[src/rtl/ps2_pkg.sv]
// Shared PS/2 definitions: FSM state encoding, keyboard command bytes, frame size.
package ps2_pkg;

  typedef enum logic [2:0] {
    IDLE      = 3'd0,
    INHIBIT   = 3'd1,
    RTS       = 3'd2,
    DATA      = 3'd3,
    ACK       = 3'd4,
    WAIT_IDLE = 3'd5
  } ps2_state_e;

  localparam logic [7:0] PS2_CMD_SET_LEDS = 8'hED;
  localparam logic [7:0] PS2_CMD_RESET    = 8'hFF;
  localparam logic [7:0] PS2_CMD_ENABLE   = 8'hF4;

  // start + 8 data + parity + stop
  localparam int unsigned PS2_FRAME_BITS = 11;

endpackage

[src/rtl/ps2_line_sync.sv]
// Two-flop synchronizer for the raw PS/2 clock/data lines plus a clock falling-edge strobe.
module ps2_line_sync (
  input  logic clk,
  input  logic rst_n,
  input  logic i_ps2_clk,
  input  logic i_ps2_dat,
  output logic o_clk_s,
  output logic o_dat_s,
  output logic o_fall_c
);

  logic r_clk_meta, r_clk_s, r_clk_prev;
  logic r_dat_meta, r_dat_s;

  // Lines idle high, so the flops reset to 1 to avoid a spurious fall after reset.
  always_ff @(posedge clk) begin
    if (!rst_n) begin
      r_clk_meta <= 1'b1;
      r_clk_s    <= 1'b1;
      r_clk_prev <= 1'b1;
      r_dat_meta <= 1'b1;
      r_dat_s    <= 1'b1;
    end else begin
      r_clk_meta <= i_ps2_clk;
      r_clk_s    <= r_clk_meta;
      r_clk_prev <= r_clk_s;
      r_dat_meta <= i_ps2_dat;
      r_dat_s    <= r_dat_meta;
    end
  end

  assign o_clk_s  = r_clk_s;
  assign o_dat_s  = r_dat_s;
  assign o_fall_c = r_clk_prev & ~r_clk_s;

endmodule

[src/rtl/ps2_host_tx.sv]
// PS/2 host-to-device command transmitter (open-drain line enables).
// Define PS2_TX_RESEND_EN to retry a failed frame once before reporting error.
module ps2_host_tx
  import ps2_pkg::*;
#(
  parameter int unsigned INHIBIT_CLK = 5000,
  parameter int unsigned TIMEOUT_CLK = 750000
) (
  input  logic       clk,
  input  logic       rst_n,
  input  logic [7:0] data,
  input  logic       send,
  output logic       busy,
  output logic       done,
  output logic       error,
  input  logic       ps2_clk_in,
  input  logic       ps2_dat_in,
  output logic       ps2_clk_oe,
  output logic       ps2_dat_oe
);

  localparam int unsigned INH_W  = $clog2(INHIBIT_CLK + 1);
  localparam int unsigned TO_W   = $clog2(TIMEOUT_CLK + 1);
  localparam int unsigned EDGE_W = $clog2(PS2_FRAME_BITS + 1);

  ps2_state_e        r_state, w_state_nxt;
  logic [9:0]        r_frame, w_frame_nxt;
  logic [INH_W-1:0]  r_inh_cnt, w_inh_cnt_nxt;
  logic [TO_W-1:0]   r_to_cnt, w_to_cnt_nxt;
  logic [EDGE_W-1:0] r_edge_cnt, w_edge_cnt_nxt;
  logic r_busy, r_done, r_error, r_clk_oe, r_dat_oe;
  logic w_busy_nxt, w_done_nxt, w_error_nxt, w_clk_oe_nxt, w_dat_oe_nxt;
  logic w_clk_s, w_dat_s, w_fall;
  logic w_inh_done, w_timeout, w_ack_ok, w_nack, w_idle_ok, w_fail, w_retry_ok;

  ps2_line_sync u_sync (
    .clk       (clk),
    .rst_n     (rst_n),
    .i_ps2_clk (ps2_clk_in),
    .i_ps2_dat (ps2_dat_in),
    .o_clk_s   (w_clk_s),
    .o_dat_s   (w_dat_s),
    .o_fall_c  (w_fall)
  );

  assign w_inh_done = (r_inh_cnt == INH_W'(INHIBIT_CLK - 1));
  assign w_timeout  = (r_state inside {DATA, ACK, WAIT_IDLE}) &&
                      (r_to_cnt == TO_W'(TIMEOUT_CLK - 1));
  assign w_ack_ok   = (r_state == ACK) && w_fall && !w_dat_s;
  assign w_nack     = (r_state == ACK) && w_fall && w_dat_s;
  assign w_idle_ok  = (r_state == WAIT_IDLE) && w_clk_s && w_dat_s;
  assign w_fail     = w_timeout || w_nack;

`ifdef PS2_TX_RESEND_EN
  logic r_retry, w_retry_nxt;

  assign w_retry_ok = ~r_retry;

  always_comb begin
    w_retry_nxt = r_retry;
    if (r_state == IDLE && send) w_retry_nxt = 1'b0;
    else if (w_fail)             w_retry_nxt = 1'b1;
  end

  always_ff @(posedge clk) begin
    if (!rst_n) r_retry <= 1'b0;
    else        r_retry <= w_retry_nxt;
  end
`else
  assign w_retry_ok = 1'b0;
`endif

  always_ff @(posedge clk) begin
    if (!rst_n) r_state <= IDLE;
    else        r_state <= w_state_nxt;
  end

  always_comb begin
    w_state_nxt = r_state;
    case (r_state)
      IDLE:      if (send) w_state_nxt = INHIBIT;
      INHIBIT:   if (w_inh_done) w_state_nxt = RTS;
      RTS:       w_state_nxt = DATA;
      DATA:      if (w_fall && r_edge_cnt == EDGE_W'(PS2_FRAME_BITS - 2)) w_state_nxt = ACK;
      ACK:       if (w_ack_ok) w_state_nxt = WAIT_IDLE;
      WAIT_IDLE: if (w_idle_ok) w_state_nxt = IDLE;
      default:   w_state_nxt = IDLE;
    endcase
    // A failure overrides any same-cycle progress.
    if (w_fail) w_state_nxt = w_retry_ok ? INHIBIT : IDLE;
  end

  always_comb begin
    w_frame_nxt    = r_frame;
    w_busy_nxt     = (w_state_nxt != IDLE);
    w_done_nxt     = w_idle_ok && !w_timeout;
    w_error_nxt    = w_fail && !w_retry_ok;
    w_clk_oe_nxt   = (w_state_nxt == INHIBIT);
    w_dat_oe_nxt   = 1'b0;
    w_edge_cnt_nxt = r_edge_cnt;
    w_inh_cnt_nxt  = (r_state == INHIBIT && w_state_nxt == INHIBIT) ?
                     r_inh_cnt + INH_W'(1) : '0;
    w_to_cnt_nxt   = (r_state inside {DATA, ACK, WAIT_IDLE}) ? r_to_cnt + TO_W'(1) : '0;

    if (r_state == IDLE && send) w_frame_nxt = {1'b1, ~^data, data};

    if (r_state == RTS)              w_edge_cnt_nxt = '0;
    else if (r_state == DATA && w_fall) w_edge_cnt_nxt = r_edge_cnt + EDGE_W'(1);

    // Start bit is driven in RTS; each fall in DATA moves to the next frame bit (stop = release).
    if (w_state_nxt == RTS) begin
      w_dat_oe_nxt = 1'b1;
    end else if (r_state == DATA && (w_state_nxt inside {DATA, ACK})) begin
      w_dat_oe_nxt = w_fall ? ~r_frame[r_edge_cnt] : r_dat_oe;
    end
  end

  always_ff @(posedge clk) begin
    if (!rst_n) begin
      r_frame    <= '0;
      r_inh_cnt  <= '0;
      r_to_cnt   <= '0;
      r_edge_cnt <= '0;
      r_busy     <= 1'b0;
      r_done     <= 1'b0;
      r_error    <= 1'b0;
      r_clk_oe   <= 1'b0;
      r_dat_oe   <= 1'b0;
    end else begin
      r_frame    <= w_frame_nxt;
      r_inh_cnt  <= w_inh_cnt_nxt;
      r_to_cnt   <= w_to_cnt_nxt;
      r_edge_cnt <= w_edge_cnt_nxt;
      r_busy     <= w_busy_nxt;
      r_done     <= w_done_nxt;
      r_error    <= w_error_nxt;
      r_clk_oe   <= w_clk_oe_nxt;
      r_dat_oe   <= w_dat_oe_nxt;
    end
  end

  assign busy       = r_busy;
  assign done       = r_done;
  assign error      = r_error;
  assign ps2_clk_oe = r_clk_oe;
  assign ps2_dat_oe = r_dat_oe;

endmodule

[config.mk]
export PLATFORM = sky130hd
export DESIGN_NAME = ps2_host_tx
export DESIGN_NICKNAME = d
export VERILOG_FILES = /design/src/rtl/ps2_pkg.sv /design/src/rtl/ps2_line_sync.sv /design/src/rtl/ps2_host_tx.sv
export SDC_FILE = /design/constraint.sdc
export NUM_CORES = 1
export LEC_CHECK = 0
export ABC_AREA = 1
export CORE_UTILIZATION = 40
export DETAILED_ROUTE_END_ITERATION = 6
export PLACE_DENSITY_LB_ADDON = 0.05
export REMOVE_ABC_BUFFERS = 1
export SYNTH_ARGS = -nofsm -noshare
export SYNTH_HDL_FRONTEND = slang
export SYNTH_SLANG_ARGS = --single-unit
[constraint.sdc]
create_clock -name clk -period 1.9 [get_ports clk]
set_input_delay 0.38 -clock clk [delete_from_list [all_inputs] [get_ports clk]]
set_output_delay 0.38 -clock clk [all_outputs]
set_load 0.02 [all_outputs]
==> metrics.md <==
| Metric | Value |
|---|---|
| CTS resizes | 0 |
| Hold Path Class | flip-flop to flip-flop |
| Die span in x | 86.2 um |
| Die area | roughly 7400 um2 |
| Commonest non-fill, non-tap cell in the layout | nand2_1 |
| DR iter-0 viols | between 70 and 80 |
| Mapped Area | 2840 um2 |
| Fin cells | ~530 |
| Max Clock Skew | between 0.006 and 0.007 ns |
| RSZ-0062 raised after global routing | false |
| Max rail drop VDD | 0.470 mV |
| Routed Wire Length | 5820 um |
| Setup TNS | 0 ns |
| Layout cells sized above 1 | 11.3% |
| Reg2reg setup slack | around 0.22 ns |
| Count of input and output buffers | 17 |
| Rows | 30 |
| CP Launch Type | flip-flop |
| Global-route wire length before repair | roughly 10000 um |
| FF+latch count, synth | 60 |
| Min Tclk post-route | roughly 1.7 ns |
| Die Y | around 86 um |
| Clock latency on the worst-skew pair | around 0.33 ns |
| Final setup violation count | 0 |
| Post-layout util | between 40% and 50% |
| Post-synthesis cell count | between 300 and 400 |
| Yosys Warn Count | 0 |
| Most used flip-flop cell after synthesis | dfxtp_1 |
| Worst slew pin tran | 0.382 ns |
| Arrival @ worst endpoint | a little under 2 ns |
| H-tree depth | 3 |
| CTS buffer count | 9 |
| Post-DP HPWL | approximately 4300 um |
| Slew Limit Fails | 0 |
| Most frequent cells in the layout | 76 x nand2_1, 60 x dfxtp_1, 55 x inv_1 |
| CTS Buffer Depth | 2 |
| Clock sinks | 60 |
| Largest net degree at the start of global routing | 16 |
| Initial Util | approximately two fifths |
| Via density | about 4.6 |
| Fill cells | 726 |
| Via count | about 2500 |
| Leak | 1.27 nW |
| Max_cap viols | 0 |
| Critical path type | flip-flop to flip-flop |
| Clock slew at reported path FFs | about 0.070 ns |
| CP required | between 2 and 2.5 ns |
| CTS Hold Bufs | 0 |
| Rel. slew slack | around 74% |
| GR Util All Layers | between 10% and 20% |
| Gr ovfl total | 0 |
| Root Driver | clkbuf_8 |
| Syn avg cell area | slightly above 7 um2 |
| PwrDens | roughly 800 nW/um2 |
| Drt drc | 0 |
| CTS tree | yes |
| DP Cell Count | ~520 |
| Ys async rst share | 0% |
| Vias in the first global route | 2300 |
| I/O pin total | 18 |
| Hold_ws | 0.418 ns |
| Sequential fraction of the synthesis area | between 40% and 50% |
| Detail Route Antenna Nets | 0 |
| Hold Violations, Final | 0 |
| Nets | between 400 and 500 |
| Average routed wire per standard cell | ~11 um |
| Placer Congestion | 0.750 |
| Tcrit/Tclk final | between 80% and 90% |
| Count of different cell masters after synthesis | 30 |
| Core area | just under 7000 um2 |
| Status | finished, final reports clean |
| Initial antenna violation count | 0 |
| CP Capture Type | flip-flop |
| DRT Pass-1 Iters | 4 |
| Area Growth Syn to Fin | 20.0% |
| Max frequency | about 590 MHz |
| Antenna Cells | 0 |
| Critical path fanouts, max | 5 |
| Post-synth EDFFs | 0 |
| Postcts setup bufs | 0 |
## flip-flops by register name, indices dropped and copies added (netlist names)
register           count
r_frame               10
r_edge_cnt             4
u_sync.o_dat_s         1
done                   1
error                  1
r_to_cnt              20
u_sync.r_clk_prev      1
ps2_dat_oe             1
r_inh_cnt             13
busy                   1
u_sync.r_clk_meta      1
u_sync.r_dat_meta      1
r_state                3
ps2_clk_oe             1
u_sync.o_clk_s         1
## synth_stat cells (all sizes together) (3+ instances only)
cell type | n | area (um2)
xnor2 | 7 | 61.3
xor2 | 7 | 61.3
dfxtp | 60 | 1200
or2 | 7 | 43.8
nand4 | 8 | 50.1
nand2 | 79 | 304
o21ai | 21 | 105
inv | 58 | 218
buf | 3 | 15.0
nor2 | 59 | 244
nand3 | 27 | 135
clkbuf | 3 | 11.3
ha | 4 | 50.1
nor3 | 15 | 101
a21oi | 31 | 166
## logic make-up after synthesis
kind of cell	Yosys count	synth area share, %
compound gates	56	10.6
xor+xnor	14	4.32
fa+ha+maj	4	1.76
buf+inv	64	8.60
flops	60	42.3
simple gates	201	32.4
## per-layer routing
| metal | wire (um) | global-route usage (%) |
|---|---|---|
| met4 | 19 | 4.55 |
| met5 | 0 | 0 |
| met2 | 2650 | 28.8 |
| met1 | 3000 | 21.6 |
| met3 | 151 | 4.86 |
## final timing paths
check	from	to	cells after the start
max	r_to_cnt[0]$_SDFF_PN0_	r_to_cnt[14]$_SDFF_PN0_	8
min	u_sync.r_clk_meta$_SDFF_PN1_	u_sync.o_clk_s$_SDFF_PN1_	1
max reg2reg	r_to_cnt[0]$_SDFF_PN0_	r_to_cnt[14]$_SDFF_PN0_	8
min reg2reg	u_sync.r_clk_meta$_SDFF_PN1_	u_sync.o_clk_s$_SDFF_PN1_	1
## through the flow
stage | power (mW) | instance area, um2 | setup slack, ns
final | 2.80 | 3410 | 0.217
after CTS | 2.86 | 3410 | 0.201
after detailed placement | 1.49 | 3170 | 0.0451
after global placement | 1.49 | 3170 | 0.0774
after floorplan | 1.42 | 2810 | 0.389
after global routing | 2.94 | 3410 | 0.0200
## power breakdown
part / internal, mW / switching, mW / leakage, nW
logic: 0.0797 / 0.0817 / 0.665
registers: 1.29 / 0.0112 / 0.488
clock network: 0.847 / 0.497 / 0.116
total: 2.22 / 0.590 / 1.27
## worst max-delay path: stages (launching register included)
cell,delay (ns)
dfxtp_1,0.35
ha_1,0.20
nand3_1,0.20
nor3_4,0.24
nand2_2,0.10
nor2_4,0.14
nand2_2,0.07
or2_0,0.21
a21oi_2,0.11
## area by class of cell
| class | count | area, um2 | share of cell area (%) |
|---|---|---|---|
| flip-flops and latches | 60 | 1200 | 35.3 |
| well taps | 96 | 120 | 3.53 |
| clock buffers | 13 | 169 | 4.96 |
| clock inverters | 3 | 67.6 | 1.98 |
| inverters | 58 | 218 | 6.39 |
| repair buffers | 26 | 238 | 6.98 |
| multi-input cells | 275 | 1390 | 40.9 |
No activity file was read; power rests on OpenSTA's default activity.
